`src/rtl/cpu_axi_bridge_pkg.sv`:
```
// Shared definitions for the CPU-to-AXI bridge: FSM states, AXI IDs and size codes.
package cpu_axi_bridge_pkg;

  typedef enum logic [2:0] {
    ST_IDLE    = 3'd0,
    ST_RD_ADDR = 3'd1,
    ST_RD_DATA = 3'd2,
    ST_WR_ADDR = 3'd3,
    ST_WR_RESP = 3'd4
  } state_t;

  localparam logic [3:0] INST_ID = 4'd0;
  localparam logic [3:0] DATA_ID = 4'd1;

  localparam logic [1:0] SIZE_BYTE = 2'd0;
  localparam logic [1:0] SIZE_HALF = 2'd1;
  localparam logic [1:0] SIZE_WORD = 2'd2;

  // AXI size code from the CPU's two-bit size field
  function automatic logic [2:0] axi_size(input logic [1:0] size);
    return {1'b0, size};
  endfunction

endpackage

```
`src/rtl/cpu_axi_bridge.sv`:
```
// Bridges the CPU's inst/data SRAM-like ports onto one single-beat AXI master,
// one transaction in flight, data port preferred over inst port.
module cpu_axi_bridge
  import cpu_axi_bridge_pkg::*;
#(
  parameter int ADDR_W = 32,
  parameter int DATA_W = 32
) (
  input  logic                  clk,
  input  logic                  resetn,
  input  logic                  inst_req,
  input  logic [ADDR_W-1:0]     inst_addr,
  output logic                  inst_addr_ok,
  output logic                  inst_data_ok,
  output logic [DATA_W-1:0]     inst_rdata,
  input  logic                  data_req,
  input  logic                  data_wr,
  input  logic [1:0]            data_size,
  input  logic [ADDR_W-1:0]     data_addr,
  input  logic [DATA_W/8-1:0]   data_wstrb,
  input  logic [DATA_W-1:0]     data_wdata,
  output logic                  data_addr_ok,
  output logic                  data_data_ok,
  output logic [DATA_W-1:0]     data_rdata,
  output logic [3:0]            arid,
  output logic [ADDR_W-1:0]     araddr,
  output logic [2:0]            arsize,
  output logic                  arvalid,
  input  logic                  arready,
  input  logic [3:0]            rid,
  input  logic [DATA_W-1:0]     rdata,
  input  logic                  rvalid,
  output logic                  rready,
  output logic [3:0]            awid,
  output logic [ADDR_W-1:0]     awaddr,
  output logic [2:0]            awsize,
  output logic                  awvalid,
  input  logic                  awready,
  output logic [DATA_W-1:0]     wdata,
  output logic [DATA_W/8-1:0]   wstrb,
  output logic                  wlast,
  output logic                  wvalid,
  input  logic                  wready,
  input  logic                  bvalid,
  output logic                  bready
);

  state_t                state_r;
  logic                  owner_r;  // 1 = data port owns the transaction
  logic                  arvalid_r, rready_r, awvalid_r, wvalid_r, bready_r;
  logic [3:0]            arid_r;
  logic [ADDR_W-1:0]     araddr_r, awaddr_r;
  logic [2:0]            arsize_r, awsize_r;
  logic [DATA_W-1:0]     wdata_r;
  logic [DATA_W/8-1:0]   wstrb_r;
  logic                  idle_s, rd_hs_s, wr_hs_s, aw_done_s, w_done_s;

  assign idle_s    = (state_r == ST_IDLE);
  assign rd_hs_s   = rvalid & rready_r;
  assign wr_hs_s   = bvalid & bready_r;
  assign aw_done_s = ~awvalid_r | awready;
  assign w_done_s  = ~wvalid_r | wready;

  assign data_addr_ok = idle_s & data_req;
  assign inst_addr_ok = idle_s & inst_req & ~data_req;
  assign inst_data_ok = rd_hs_s & ~owner_r & (rid == INST_ID);
  assign data_data_ok = (rd_hs_s & owner_r & (rid == DATA_ID)) | wr_hs_s;
  assign inst_rdata   = rdata;
  assign data_rdata   = rdata;

  assign arid    = arid_r;
  assign araddr  = araddr_r;
  assign arsize  = arsize_r;
  assign arvalid = arvalid_r;
  assign rready  = rready_r;
  assign awid    = DATA_ID;
  assign awaddr  = awaddr_r;
  assign awsize  = awsize_r;
  assign awvalid = awvalid_r;
  assign wdata   = wdata_r;
  assign wstrb   = wstrb_r;
  assign wlast   = 1'b1;
  assign wvalid  = wvalid_r;
  assign bready  = bready_r;

  // Transaction FSM with all AXI-side controls held in registers
  always_ff @(posedge clk or negedge resetn) begin
    if (!resetn) begin
      state_r   <= ST_IDLE;
      owner_r   <= 1'b0;
      arvalid_r <= 1'b0;
      rready_r  <= 1'b0;
      awvalid_r <= 1'b0;
      wvalid_r  <= 1'b0;
      bready_r  <= 1'b0;
      arid_r    <= 4'd0;
      araddr_r  <= '0;
      arsize_r  <= 3'd0;
      awaddr_r  <= '0;
      awsize_r  <= 3'd0;
      wdata_r   <= '0;
      wstrb_r   <= '0;
    end else begin
      case (state_r)
        ST_IDLE: begin
          if (data_req) begin
            owner_r <= 1'b1;
            if (data_wr) begin
              awaddr_r  <= data_addr;
              awsize_r  <= axi_size(data_size);
              wdata_r   <= data_wdata;
              wstrb_r   <= data_wstrb;
              awvalid_r <= 1'b1;
              wvalid_r  <= 1'b1;
              state_r   <= ST_WR_ADDR;
            end else begin
              arid_r    <= DATA_ID;
              araddr_r  <= data_addr;
              arsize_r  <= axi_size(data_size);
              arvalid_r <= 1'b1;
              state_r   <= ST_RD_ADDR;
            end
          end else if (inst_req) begin
            owner_r   <= 1'b0;
            arid_r    <= INST_ID;
            araddr_r  <= inst_addr;
            arsize_r  <= axi_size(SIZE_WORD);
            arvalid_r <= 1'b1;
            state_r   <= ST_RD_ADDR;
          end
        end
        ST_RD_ADDR: begin
          if (arready) begin
            arvalid_r <= 1'b0;
            rready_r  <= 1'b1;
            state_r   <= ST_RD_DATA;
          end
        end
        ST_RD_DATA: begin
          if (rvalid) begin
            rready_r <= 1'b0;
            state_r  <= ST_IDLE;
          end
        end
        ST_WR_ADDR: begin
          // AW and W complete independently; a dropped valid marks that channel done
          if (aw_done_s && w_done_s) begin
            awvalid_r <= 1'b0;
            wvalid_r  <= 1'b0;
            bready_r  <= 1'b1;
            state_r   <= ST_WR_RESP;
          end else begin
            if (awready) awvalid_r <= 1'b0;
            if (wready)  wvalid_r  <= 1'b0;
          end
        end
        ST_WR_RESP: begin
          if (bvalid) begin
            bready_r <= 1'b0;
            state_r  <= ST_IDLE;
          end
        end
        default: begin
          arvalid_r <= 1'b0;
          rready_r  <= 1'b0;
          awvalid_r <= 1'b0;
          wvalid_r  <= 1'b0;
          bready_r  <= 1'b0;
          state_r   <= ST_IDLE;
        end
      endcase
    end
  end

endmodule

```
`config.mk`:
```
export PLATFORM = sky130hd
export DESIGN_NAME = cpu_axi_bridge
export DESIGN_NICKNAME = d
export VERILOG_FILES = /design/src/rtl/cpu_axi_bridge_pkg.sv /design/src/rtl/cpu_axi_bridge.sv
export SDC_FILE = /design/constraint.sdc
export NUM_CORES = 1
export LEC_CHECK = 0
export CORE_AREA = 4 4 129 131
export DETAILED_ROUTE_END_ITERATION = 16
export DIE_AREA = 0 0 133 135
export DONT_BUFFER_PORTS = 1
export GPL_TIMING_DRIVEN = 0
export PLACE_DENSITY = 0.57
export SYNTH_ARGS = -nofsm -noshare
export SYNTH_HDL_FRONTEND = slang
export SYNTH_SLANG_ARGS = --single-unit
```
`constraint.sdc`:
```
create_clock -name clk -period 1.65 [get_ports clk]
set_input_delay 0.165 -clock clk [delete_from_list [all_inputs] [get_ports clk]]
set_output_delay 0.165 -clock clk [all_outputs]
set_load 0.02 [all_outputs]
```
## After elaboration in Yosys (flattened, before gate mapping)

Cells that the tools add are included.

- Bits in registers: 118
- Logic and storage cells: 105

- Equal/unequal tests: 16
- Mux-type cells: 38
- Reductions and logical operators: 17
- Bitwise operators: 20

Operators with widths:

| kind | number |
|---|---|
| 32-bit 2-to-1 mux | 3 |
| 3-bit 2-to-1 mux | 9 |
| 1-bit 2-to-1 mux | 16 |
| 1-bit case mux with 3 select lines | 5 |
| 3-bit case mux with 5 select lines | 1 |
| 2-bit inequality test, second input constant | 7 |
| 4-bit 2-to-1 mux | 3 |
| 3-bit inequality test, second input constant | 4 |
| 3-bit AND reduction | 4 |
| 4-bit AND reduction | 3 |
| 3-bit OR reduction | 4 |
| 1-bit bitwise AND | 9 |
| 1-bit NOT | 8 |
| 3-bit by 2-bit equality test with 1-bit output, second input constant | 2 |
| 5-bit AND reduction | 1 |
| 4-bit by 1-bit equality test with 1-bit output, second input constant | 1 |
| 4-bit zero test | 1 |
| 3-bit by 1-bit equality test with 1-bit output, second input constant | 1 |
| 3-bit equality test, second input constant | 1 |
| 3-bit zero test | 1 |
| 1-bit bitwise OR | 3 |
| 2-bit 2-to-1 mux | 1 |
| 2-bit AND reduction | 1 |
| 2-bit nonzero test | 1 |
| 1-bit logical AND | 1 |

## Longest topological paths before layout

Gate-level depths: netlist of the first run.

- Word-level depth: 5
- Mapped depth: 6

## Worst setup path before layout of the first run

No wires, ideal clock.

- Path kind: flip-flop to flip-flop
- Start: register state_r[1]
- End: register araddr_r[10], in the netlist araddr[10]
- Buffers on the path: 3
- Setup time: 125 ps
- Slack: -104 ps
- Period minus slack after synthesis: 1754 ps
- Data arrival time: 1629 ps
- Stages on the path, launching flop included: 7
- Data required time: 1525 ps
- Cell sequence: dfrtp_1 -> buf_6 -> or3_1 -> buf_6 -> a21oi_4 -> buf_6 -> mux2_2

- Word-level cells in the longest chain between the ends: 2

Ends and longest elaborated chain:

| item | RTL line | source |
|---|---|---|
| start, declared | cpu_axi_bridge.sv:48 | `state_t state_r;` |
| start signal, assigned | cpu_axi_bridge.sv:89 | `state_r <= ST_IDLE;` |
| start signal, assigned | cpu_axi_bridge.sv:115 | `state_r <= ST_WR_ADDR;` |
| start signal, assigned | cpu_axi_bridge.sv:121 | `state_r <= ST_RD_ADDR;` |
| 3-bit zero test | cpu_axi_bridge.sv:104 | `case (state_r)` |
| 3-bit AND reduction (no line) | n/a |  |
| end signal, assigned | cpu_axi_bridge.sv:118 | `araddr_r <= data_addr;` |
| end signal, assigned | cpu_axi_bridge.sv:126 | `araddr_r <= inst_addr;` |
| end, declared | cpu_axi_bridge.sv:52 | `logic [ADDR_W-1:0] araddr_r, awaddr_r;` |

Every way passes these cells.
A chain may end at the register's enable or synchronous reset.

## Worst setup path in the final report of the first run

- Start: register rready_r, in the netlist rready
- End: output port inst_data_ok

- Word-level cells in the longest chain between the ends: 3

Ends and longest elaborated chain:

| item | RTL line | source |
|---|---|---|
| start, declared | cpu_axi_bridge.sv:50 | `logic arvalid_r, rready_r, awvalid_r, wvalid_r, bready_r;` |
| start signal, assigned | cpu_axi_bridge.sv:92 | `rready_r <= 1'b0;` |
| start signal, assigned | cpu_axi_bridge.sv:135 | `rready_r <= 1'b1;` |
| start signal, assigned | cpu_axi_bridge.sv:141 | `rready_r <= 1'b0;` |
| 1-bit bitwise AND | cpu_axi_bridge.sv:59 | `assign rd_hs_s = rvalid & rready_r;` |
| 1-bit bitwise AND (2 in a row) | cpu_axi_bridge.sv:66 | `assign inst_data_ok = rd_hs_s & ~owner_r & (rid == INST_ID);` |
| end, declared | cpu_axi_bridge.sv:14 | `output logic inst_data_ok,` |

Every way passes these cells.

==> reports/metrics.yaml, run 1 <==
worst_setup_path:
  cpPeakStageDelay_ps: 460
  crit_slowest_cell: "or4_4"
  setup.worst_path.start_class: "register"
  path_buf_inv: 0
  cp.arrival_ps: 1650
  cp_cell_sequence: "nand2_1 -> or4_4 -> nor3_4"
  crit_fanout: 4
  path_class: "register to output pin"
  end_kind: "output pin"
  required_ps: 1480
  crit_family: "simple AND/OR/NAND/NOR gates"
  rrSetupSlack_ps: -160
synthesis:
  synth_flop_cell: "dfrtp_1"
  netlist_top_cells_area: "dfrtp_1 (52%), mux2_2 (26%), buf_4 (10%)"
  synth_cell_type_count: 34
  synth_top_cell_area_share_pct: 52.3
  synth_most_common_cell: "mux2_2"
  synthCells: 401
  yosys_warnings: 0
  synth_commonest_cells: "mux2_2 (126), dfrtp_1 (114), buf_4 (74)"
  synth_area_sq_mm: 0.00546
  yosysTopAreaCell: "dfrtp_1"
  syn_area_per_cell_sq_um: 13.6
  synthArstFlopShare_pct: 100
  yosysSeqAreaShare_pct: 52.3
  synth_edf_count: 0
  ys_ff_latch: 114
floorplan:
  start_util_pct: 35.0
  die_area_sq_mm: 0.0180
  ios: 336
  die_w_um: 133
  coreArea_sq_mm: 0.0156
  row_count: 46
  fp.dieH_um: 135
run_status:
  status: "complete, but fails checks"
  violations: "negative hold slack, negative setup slack"
sta:
  rsz0062_at_grt: "true"
  holdWs_ps: -561
  layout_setup_ws_ps: -161
  timing_hold_violations_final: 114
  max_freq_mhz: 552
  finalSetupTns_ps: -11970
  drv_slew: 0
  min_period_over_period_pct: 110
  tightest_slew_ps: 657
  relSlewSlack_pct: 56.2
  setup_viol: 105
  skew_ps: 11.3
  fin_crit_ps: 1810
cts:
  insertion_delay_ps: 410
  path_clk_slew_ps: 60
  cts.path.max_buffers: 2
  cts_tree: "built"
  postCtsHoldBufs: 77
  cts.sink_count: 114
  cts_buffers: 17
  cts-root-buf: "clkbuf_16"
  cts.htree.levels: 4
final_layout:
  fin_area_sq_mm: 0.00810
  finalNetCount: 677
  fillers: 1280
  diodes: 0
  drive_gt1_share_pct: 53.7
  synthToLayoutAreaGrowth_pct: 48.3
global_route:
  grt_remaining_overflow: 0
  grt_max_degree: 115
  antenna_found_initial: 0
  gr-usage-all-layers_pct: 16.9
  grt_pass1_vias: 4201
  grt_pass1_wl_um: 23400
detailed_routing:
  first_iter_violations: 135
  drc: 0
  postRouteAntennaNets: 0
  wire_per_inst_um: 21.1
  vias: 3648
  via_per_inst: 4.81
  first_pass_iters: 4
  wl_um: 16000
placed_design:
  placed_area_sq_mm: 0.00595
  gp_congestion: 0.720
  dpl.hpwl_um: 10500
  port_buffers: 0
min_path:
  hp-class: "primary input to async pin"
pwr:
  leakage_nw: 3.68
  cellPowerDensity_mw_per_mm2: 1980
  vdd.ir_drop.worst_uv: 953
run:
  drv_cap: 0
worst reg2reg max path, delay by kind of cell, from the launching register on:
kind,cells,cell delay [ps]
mux,1,310
simple gates,2,610
buf+inv,2,350
flops,1,420
per-stage QoR:
stage                     util (%)  power, mW  setup slack, ps  cells
after floorplan                  -       9.68             -104    409
after global placement        38.2       10.4             -337    625
after detailed placement      38.2       10.6             -356    625
after CTS                     51.5       16.1             -244    755
after global routing          51.9       16.8             -216    758
final                         51.9       16.1             -161    758
placed cells by master (no fill, tap or decap), types with 3 or more instances in the layout:
master           n
a21o_1           3
buf_12          12
buf_16           4
buf_4           81
buf_6            7
buf_8            3
bufinv_16        4
clkbuf_1         3
clkbuf_16       20
clkinv_4         5
conb_1          10
dfrtp_1        112
dlygate4sd3_1   77
inv_6            3
mux2_2          32
mux2_4         102
nand2_1          8
nand2b_1         3
nor2_1           5
o21ai_0          7
o221ai_1         3
flip-flops by register name, summed over array words and instances, names as in the netlist:
register / flops
awaddr: 32
awvalid: 1
araddr: 32
arvalid: 1
arid: 1
wdata: 32
wstrb: 4
bready: 1
owner_r: 1
arsize: 2
awsize: 2
state_r: 3
rready: 1
wvalid: 1
layer usage:
| layer | track usage (%) | wire length, um |
|---|---|---|
| met1 | 17.9 | 5640 |
| met2 | 29.6 | 8340 |
| met3 | 7.82 | 1630 |
| met4 | 6.41 | 365 |
| met5 | 0 | 0 |
worst paths after layout:
check / cells after the start / to / from
max: 3 / inst_data_ok / rready
min: 0 / araddr[12] / resetn
max reg2reg: 5 / awaddr[21] / state_r[2]
min reg2reg: 1 / owner_r / owner_r
max in group asynchronous: 0 / araddr[1] / resetn
min in group clk: 2 / araddr[6] / inst_addr[6]
logic make-up (layout without fill, tap and decap cells):
| family | Yosys count | count (layout) | share of synthesized area [%] |
|---|---|---|---|
| buffers and inverters | 94 | 227 | 13.2 |
| multiplexers | 134 | 134 | 27.6 |
| AO/OA/AOI/OAI | 24 | 24 | 3.28 |
| AND/OR/NAND/NOR | 33 | 33 | 3.46 |
| other | 2 | 10 | 0.138 |
| flip-flops | 114 | 114 | 52.3 |
final cells by class:
type | count | area [sq um] | area share (%)
Sequential cell | 114 | 2860 | 35.3
Multi-Input combinational cell | 201 | 2370 | 29.2
Timing Repair Buffer | 103 | 1180 | 14.6
Buffer | 90 | 771 | 9.52
Clock buffer | 18 | 439 | 5.43
Tap cell | 216 | 270 | 3.34
Clock inverter | 14 | 203 | 2.50
Inverter | 2 | 7.51 | 0.0927
power by group:
group	switching, mW	internal [mW]	total (mW)
Combinational	1.58	3.29	4.87
Sequential	2.97	4.23	7.20
Clock	1.40	2.59	3.99
Total	5.95	10.1	16.1
timing repair:
action,4_1_cts,5_1_grt
pin swaps,6,4
gates cloned,6,3
resized for setup,99,4
setup buffers,16,3
endpoints found under the hold margin,193,114
endpoints found under the setup margin,109,111
(Power assumes the default switching activity.)
==> run 2: changes to the inputs <==
--- a/config.mk
+++ b/config.mk
@@ -10,7 +10,7 @@
 export DIE_AREA = 0 0 133 135
 export DONT_BUFFER_PORTS = 1
 export GPL_TIMING_DRIVEN = 0
-export PLACE_DENSITY = 0.57
+export PLACE_DENSITY = 0.55
 export SYNTH_ARGS = -nofsm -noshare
 export SYNTH_HDL_FRONTEND = slang
 export SYNTH_SLANG_ARGS = --single-unit
==> constraint.sdc (replaced) <==
create_clock -name clk -period 1.9 [get_ports clk]
set_input_delay 0.57 -clock clk [delete_from_list [all_inputs] [get_ports clk]]
set_output_delay 0.57 -clock clk [all_outputs]
set_load 0.02 [all_outputs]
==> run 2 against run 1 <==
The flow still finishes with violations (negative hold slack, negative setup slack). Clock skew down 3.4 ps. Register-to-register slack better by 140 ps. Cell count down 8.6%. Sequential power down 14%. Cell area down 11%. Count of clock-buffer cells in the layout up 5. Sequential share of layout area up 4.3 points. Critical path type unchanged. Critical endpoint unchanged. Largest power group unchanged.
==> reports/metrics.yaml, run 2 (synthesis gave the netlist of run 1 again) <==
worst_setup_path:
  setup.worst_path.start_class: "register"
  rr_startpoint: "state_r[1]"
  cpPeakStageDelay_ps: 460  # about the same
  crit_fanout: 4  # unchanged
  crit_slowest_cell: "dfrtp_2"
  cp.arrival_ps: 1670  # +20 ps
  rrSetupSlack_ps: -20  # +140 ps
  path_class: "register to output pin"
  end_kind: "output pin"
  r2r_cells: 7  # +2
  crit_family: "simple AND/OR/NAND/NOR gates"
  required_ps: 1330  # -150 ps
  path_buf_inv: 0  # unchanged
  regToRegEndpoint: "awaddr[14]"
  cp_cell_sequence: "nand2_1 -> or4_4 -> nor3_4"
final_layout:
  fillers: 1383  # +8.0%
  layout_commonest_cell: "dfrtp_1"
  final_cell_mix: "dfrtp_1 (113), buf_4 (91), mux2_4 (66)"
  drive_gt1_share_pct: 62.3  # +8.6 points
  diodes: 0  # unchanged
  synthToLayoutAreaGrowth_pct: 32.1
  finalNetCount: 612  # -9.6%
sta:
  skew_ps: 7.88  # -3.40 ps
  max_freq_mhz: 446
  finalSetupTns_ps: -868  # +11100 ps
  holdWs_ps: -140  # +421 ps
  timing_hold_violations_final: 114  # unchanged
  rsz0062_at_grt: "true"
  min_period_over_period_pct: 118
  drv_slew: 0  # unchanged
  fin_crit_ps: 2240
  tightest_slew_ps: 609  # -47.9 ps
  layout_setup_ws_ps: -342  # -181 ps
  relSlewSlack_pct: 59.4  # +3.2 points
  setup_viol: 22  # -79%
pwr:
  cellPowerDensity_mw_per_mm2: 1860  # -6.1%
  clkPwrFrac_pct: 24.3  # -0.5 points
  leakage_nw: 3.28  # -11%
  p_sw_mw: 4.99  # -16%
  seqPwrFrac_pct: 46.3  # +1.5 points
  power_frac_comb_pct: 29.4  # -0.9 points
  vdd.ir_drop.worst_uv: 795  # -17%
  p_int_mw: 8.44  # -16%
  p_sw_share_pct: 37.1  # +0.11 points
cts:
  cts.path.max_buffers: 2  # unchanged
  insertion_delay_ps: 400  # about the same
  cts_tree: "built"
  cts_buffers: 17  # unchanged
  cts.htree.levels: 4  # unchanged
  cts.sink_count: 114  # unchanged
  cts-root-buf: "clkbuf_16"
  path_clk_slew_ps: 50  # about the same
detailed_routing:
  wire_per_inst_um: 22.1  # +4.7%
  vias: 3315  # -9.1%
  drc: 0  # unchanged
  first_pass_iters: 4  # unchanged
  wl_um: 15300  # -4.3%
  first_iter_violations: 137  # +1.5%
  postRouteAntennaNets: 0  # unchanged
  via_per_inst: 4.78  # -0.60%
floorplan:
  die_w_um: 133  # unchanged
  fp.dieH_um: 135  # unchanged
  start_util_pct: 35.0  # unchanged
  row_count: 46  # unchanged
  coreArea_sq_mm: 0.0156  # unchanged
  die_area_sq_mm: 0.0180  # unchanged
  ios: 336  # unchanged
global_route:
  grt_pass1_wl_um: 22600  # -3.4%
  antenna_found_initial: 0  # unchanged
  grt_max_degree: 115  # unchanged
  gr-usage-all-layers_pct: 16.6  # -0.35 points
  grt_pass1_vias: 3716  # -12%
  grt_remaining_overflow: 0  # unchanged
run_status:
  status: "complete, but fails checks"
  violations: "negative hold slack, negative setup slack"
placed_design:
  port_buffers: 0  # unchanged
  gp_congestion: 0.720  # about the same
  dpl.hpwl_um: 10700  # +2.0%
  dp_slack_ps: -285  # +70.8 ps
min_path:
  hp-class: "primary input to async pin"
run:
  drv_cap: 0  # unchanged
run 2: changes by cell type in the layout (fill, tap and decap cells not counted), sizes merged:
cell         previous run  this run
buf                   110       123
bufinv                  4         3
clkbuf                 24        27
clkinv                  6         4
clkinvlp                1         2
dlygate4sd3            77         0
inv                     5         2
nor2                    7         8
run 2: routing by layer:
metal / vias to the layer above / part of all wire [%] / track usage, % / wire length [um]
met1: 1661 / 34 / 17.3 / 5220
li1: 1434 / - / - / -
met2: 207 / 53 / 29.5 / 8080
met3: 13 / 12 / 8.12 / 1820
met4: 0 / 1.1 / 5.08 / 175
met5: - / 0 / 0 / 0
run 2: per-stage QoR:
stage | total power [mW] | hold slack (ps) | util [%] | cells | cell area, sq um
after global routing | 14.0 | -165 | 46.2 | 693 | 7210
after floorplan | 8.03 | 274 | - | 409 | 5520
after global placement | 8.69 | 278 | 37.1 | 625 | 5790
final | 13.4 | -140 | 46.2 | 693 | 7210
after CTS | 13.7 | -164 | 46.8 | 700 | 7300
after detailed placement | 8.80 | 277 | 37.1 | 625 | 5790
run 2: repair_timing:
item | CTS | global route
gates resized for setup | 103 | 17
setup buffers | 33 | 2
pin swaps | 7 | 5
hold endpoints to repair | 114 | 114
gates cloned | 10 | 0
setup endpoints to repair | 101 | 105
run 2: how the worst max path moves through the flow:
stage	startpoint	end	slack [ps]	depth (start not counted)
3_5_place_dp	data_req	araddr[12]	-280	4
5_1_grt	rready	inst_data_ok	-440	3
2_1_floorplan	rid[1]	inst_data_ok	-80	2
3_3_place_gp	data_req	araddr[12]	-280	4
4_1_cts	rready	inst_data_ok	-390	3
6_report	rready	inst_data_ok	-340	3
run 2: area by class of cell:
type                            count  area, sq um  share of cell area, %
Sequential cell                   114         2850                   39.6
Multi-Input combinational cell    202         2230                   30.9
Buffer                             87          698                   9.68
Timing Repair Buffer               40          547                   7.58
Clock buffer                       23          478                   6.63
Tap cell                          216          270                   3.75
Clock inverter                      9          129                   1.79
Inverter                            2         7.51                  0.104
run 2: power by group through the flow:
| stage | Sequential, mW | Combinational (mW) | Clock, mW |
|---|---|---|---|
| 4_1_cts | 6.25 | 4.12 | 3.33 |
| 6_report | 6.21 | 3.95 | 3.27 |
| 3_5_place_dp | 6.23 | 2.58 | 0 |
| 2_1_floorplan | 5.80 | 2.24 | 0 |
| 3_3_place_gp | 6.22 | 2.47 | 0 |
| 5_1_grt | 6.38 | 4.23 | 3.44 |
